## config.mk

```make
export PLATFORM = sky130hd
export DESIGN_NAME = mem_access_ctrl
export DESIGN_NICKNAME = d
export VERILOG_FILES = /design/src/rtl/mem_access_ctrl.sv
export SDC_FILE = /design/constraint.sdc
export NUM_CORES = 1
export LEC_CHECK = 0
export BUFFER_PORTS_ARGS = -buffer_cell sky130_fd_sc_hd__buf_2
export CORE_ASPECT_RATIO = 1.75
export CORE_MARGIN = 4
export CORE_UTILIZATION = 30
export CTS_CLUSTER_DIAMETER = 80
export DETAILED_ROUTE_END_ITERATION = 8
export HOLD_SLACK_MARGIN = 0.03
export PLACE_DENSITY = 0.65
export SLEW_MARGIN = 15
export SYNTH_ARGS = -nofsm -noshare
export SYNTH_HDL_FRONTEND = slang
export SYNTH_SLANG_ARGS = --single-unit
```

## constraint.sdc

```tcl
create_clock -name clk -period 3.4 [get_ports clk]
set_clock_uncertainty 0.1 [all_clocks]
set_input_delay 0.68 -clock clk [delete_from_list [all_inputs] [get_ports clk]]
set_output_delay 0.68 -clock clk [all_outputs]
set_load 0.01 [all_outputs]
```

## src/rtl/mem_access_ctrl.sv

```systemverilog
// Single-word read/write handshake between the datapath and a synchronous RAM; owns MAR/MDR.
// Define MEM_BOUNDS_CHECK_EN to reject addresses >= MEM_DEPTH with err instead of touching the RAM.
module mem_access_ctrl #(
    parameter int unsigned ADDR_W    = 9,
    parameter int unsigned DATA_W    = 32,
    parameter int unsigned MEM_DEPTH = 512
) (
    input  logic              clk,
    input  logic              clear,
    input  logic              start,
    input  logic              rw,
    input  logic [ADDR_W-1:0] addr_in,
    input  logic [DATA_W-1:0] wdata,
    output logic [DATA_W-1:0] rdata,
    output logic              busy,
    output logic              done,
    output logic              err,
    output logic              ram_read,
    output logic              ram_write,
    output logic [ADDR_W-1:0] ram_addr,
    output logic [DATA_W-1:0] ram_wdata,
    input  logic [DATA_W-1:0] ram_rdata
);

    if (MEM_DEPTH > (64'd1 << ADDR_W)) begin : gen_depth_chk
        $error("MEM_DEPTH exceeds the address space");
    end

    typedef enum logic [1:0] {StIdle, StIssue, StCapture, StDone} state_e;

    state_e            state_q;
    logic [ADDR_W-1:0] mar_q;
    logic [DATA_W-1:0] mdr_q;
    logic              busy_q;
    logic              done_q;
    logic              err_q;
    logic              ram_read_q;
    logic              ram_write_q;
    logic              out_of_range;

`ifdef MEM_BOUNDS_CHECK_EN
    assign out_of_range = (32'(addr_in) >= MEM_DEPTH);
`else
    assign out_of_range = 1'b0;
`endif

    always_ff @(posedge clk) begin
        if (clear) begin
            state_q     <= StIdle;
            mar_q       <= '0;
            mdr_q       <= '0;
            busy_q      <= 1'b0;
            done_q      <= 1'b0;
            err_q       <= 1'b0;
            ram_read_q  <= 1'b0;
            ram_write_q <= 1'b0;
        end else begin
            case (state_q)
                StIdle: begin
                    if (start) begin
                        mar_q  <= addr_in;
                        busy_q <= 1'b1;
                        if (out_of_range) begin
                            // Rejected request: skip the RAM entirely, MDR untouched.
                            done_q  <= 1'b1;
                            err_q   <= 1'b1;
                            state_q <= StDone;
                        end else begin
                            if (rw) begin
                                mdr_q <= wdata;
                            end
                            ram_write_q <= rw;
                            ram_read_q  <= !rw;
                            state_q     <= StIssue;
                        end
                    end
                end
                StIssue: begin
                    ram_read_q  <= 1'b0;
                    ram_write_q <= 1'b0;
                    if (ram_write_q) begin
                        done_q  <= 1'b1;
                        state_q <= StDone;
                    end else begin
                        // RAM output is registered; data is valid one cycle later.
                        state_q <= StCapture;
                    end
                end
                StCapture: begin
                    mdr_q   <= ram_rdata;
                    done_q  <= 1'b1;
                    state_q <= StDone;
                end
                StDone: begin
                    done_q  <= 1'b0;
                    err_q   <= 1'b0;
                    busy_q  <= 1'b0;
                    state_q <= StIdle;
                end
                default: begin
                    state_q <= StIdle;
                end
            endcase
        end
    end

    assign rdata     = mdr_q;
    assign busy      = busy_q;
    assign done      = done_q;
    assign err       = err_q;
    assign ram_read  = ram_read_q;
    assign ram_write = ram_write_q;
    assign ram_addr  = mar_q;
    assign ram_wdata = mdr_q;

endmodule

```

==> results by group <==
Run status
  • Status: finished clean

CTS
  • CTS tree: built
  • CTS Buf Count: 5
  • Clk root buf: clkbuf_16
  • Reg clk slew, reported paths: 0.07 ns
  • # hold bufs at CTS: 0
  • Max clock buf depth: 2
  • Post-CTS sizing: 0
  • Clock tree sinks: 47
  • H-tree depth: 2
  • Clock Latency Late Sink: 0.28 ns
  • Post-CTS Setup Inserts: 0

Timing
  • Setup slack after layout: 1.14 ns
  • Slew Viols, Final: 0
  • Tcrit/Tclk final: 0.666
  • Max_slew headroom: 0.527
  • Endpoints failing setup: 0
  • Setup_tns: 0 ns
  • Achievable Freq: 442 MHz
  • Fin crit period: about 2.3 ns
  • Count of final hold-check violations: 0
  • Worst slew pin tran: 0.710 ns
  • RSZ-0062 raised after global routing: no

Yosys
  • Top-area cell type share of the netlist area: 0.364
  • Mapped Cells: 260
  • Post-synth cell types: 27
  • Synth warn: 0
  • FF+latch count, synth: 47
  • Net Count, Synth: 343
  • Synth area leader: dfxtp_1
  • Top cells by area, synth: dfxtp_1, a211oi_2, mux2i_1
  • Mapped Area: 2590 sq um
  • Post-Syn Area per Cell: 9.95 sq um
  • Sequential share of the synthesized area: 0.364

Cells and area
  • # diodes: 0
  • # fillers: around 900
  • Layout area overhead: 27.2%
  • Net count, final: 450
  • Layout cell share with drive strength beyond 1: 0.535

Run
  • Max-cap viol count: 0

GRT
  • GRT Total Usage: 0.128
  • Initial antenna violation count: 0
  • Pin count of the biggest net entering global routing: 36
  • Vias in the first global route: 2126
  • GRT overflow: 0
  • First-pass GRT wire length: 10.3 mm

Power
  • Maximum VDD drop: 0.421 mV
  • PD cells: 858 nW/um^2
  • Pleak: 1.50 nW

Critical path
  • Slowest-stage cell, CP: and2_4
  • Worst path arrival time: 2.30 ns
  • Setup Crit Path Kind: reg -> reg
  • Largest delay share family, worst path: simple AND/OR/NAND/NOR gates
  • Cell breakdown of the critical path: inv_1, ha_1, mux2_4, and2_4, a211oi_1
  • Crit path capture type: flop
  • Crit path max fanout: 33
  • Crit-path max cell delay: 0.54 ns
  • Worst Path Required: about 3.4 ns
  • Startpoint type of the worst setup path: flop
  • Buf/Inv on CP: 1

Floorplanning
  • Initial Utilization: 0.309
  • Die area: roughly 10000 sq um
  • Placement Rows: 44
  • Die Width: 78.2 um
  • Core area: 8370 sq um
  • Chip height: 131 um
  • Io pins: 155

Placement
  • Pre-CTS setup slack: 1.12 ns
  • I/O Buffers: 153
  • Gpl congestion: 0.676
  • Post-DP HPWL: just over 5 mm

Detailed routing
  • Starting DRT DRC Count: 64
  • First-pass iteration count of the detailed router: 4
  • Number of remaining DRC errors: 0
  • Vias: 2220
  • Total wire length: about 6.7 mm
  • Drt via density: 4.60
  • ANT nets after route: 0
  • Routed WL per cell: around 14 um

Hold path
  • Hold crit path type: reg -> reg
-- cell type report --
class / instances / area [sq um] / area share
clock inverter: 2 / 35.0 / 0.0106
timing repair buffer: 156 / 788 / 0.240
multi-input combinational: 153 / 1230 / 0.373
sequential: 47 / 941 / 0.286
inverter: 4 / 15.0 / 0.00456
tap: 115 / 144 / 0.0437
clock buffer: 6 / 139 / 0.0422
-- placed cells by master (no fill, tap or decap), drive strengths merged --
master / n
o21ai: 2
clkbuf: 6
and2: 1
clkinv: 1
mux2i: 34
conb: 1
nor2: 1
bufinv: 1
nand3: 10
nor2b: 1
a311oi: 1
inv: 4
a21oi: 45
a211oi: 33
a221oi: 1
dfxtp: 47
mux2: 1
buf: 156
nand4b: 1
nand2b: 2
ha: 6
or3: 1
nand2: 12
-- worst reg2reg max path: stages (launching register included) --
cell	delay [ns]
dfxtp_1	0.40
inv_1	0.13
ha_1	0.32
mux2_4	0.47
and2_4	0.54
a211oi_1	0.17
-- cells by family after synthesis --
group	after synthesis	synth area share
AND/OR/NAND/NOR	29	0.0546
flip-flops	47	0.364
other	1	0.00145
adder cells (fa/ha/maj)	6	0.0290
AO/OA/AOI/OAI	82	0.251
multiplexers	35	0.137
buffers and inverters	60	0.162
-- stage by stage --
stage / power [W] / cells / util / hold WS [ns] / instance area [sq um]
3_3_place_gp: 0.00225 / 475 / 0.372 / 0.341 / 3120
6_report: 0.00282 / 483 / 0.393 / 0.353 / 3290
5_1_grt: 0.00304 / 483 / 0.393 / 0.367 / 3290
2_1_floorplan: 0.00207 / 260 / - / 0.376 / 2590
4_1_cts: 0.00287 / 483 / 0.393 / 0.356 / 3290
3_5_place_dp: 0.00230 / 475 / 0.372 / 0.347 / 3120
-- path summary, 6_finish.rpt --
path          startpoint            end  slack (ns)  cells after the start
max           state_q[0]  ram_wdata[12]        1.14                      5
max reg2reg   state_q[0]  ram_wdata[12]        1.14                      5
min          ram_addr[3]    ram_addr[3]        0.35                      2
min reg2reg  ram_addr[3]    ram_addr[3]        0.35                      2
-- power by group --
part           internal (W)  total (W)  switching (W)
sequential         0.000728   0.000853       0.000125
clock              0.000366   0.000570       0.000204
combinational      0.000584    0.00140       0.000816
total               0.00168    0.00282        0.00114
-- Yosys cell counts --
| cell type | instances |
|---|---|
| conb_1 | 1 |
| buf_1 | 1 |
| nor2b_1 | 1 |
| buf_4 | 33 |
| a211oi_2 | 30 |
| nand2_1 | 12 |
| clkbuf_1 | 11 |
| a21oi_1 | 45 |
| and2_4 | 1 |
| o21ai_0 | 1 |
| nand3_1 | 10 |
| nand2b_1 | 2 |
| a221oi_1 | 1 |
| o21ai_1 | 1 |
| nor2_1 | 1 |
| buf_2 | 6 |
| buf_12 | 3 |
| ha_1 | 6 |
| nand4b_1 | 1 |
| dfxtp_1 | 47 |
| mux2_4 | 1 |
| a211oi_1 | 3 |
| buf_6 | 2 |
| a311oi_1 | 1 |
| or3_1 | 1 |
| inv_1 | 4 |
| mux2i_1 | 34 |
-- per-layer routing --
layer  GRT usage  vias up  share of wire
li1            -     1105              -
met3      0.0233       14          0.058
met1       0.137     1019           0.35
met2       0.236       82           0.56
met4      0.0711        0          0.030
met5           0        -              0
-- flip-flops by register name (all words and copies together), names as in the netlist --
signal and cells:
state_q 2, done 1, busy 1, ram_read 1
ram_write 1, ram_addr 9, ram_wdata 32
(Power assumes the default switching activity.)
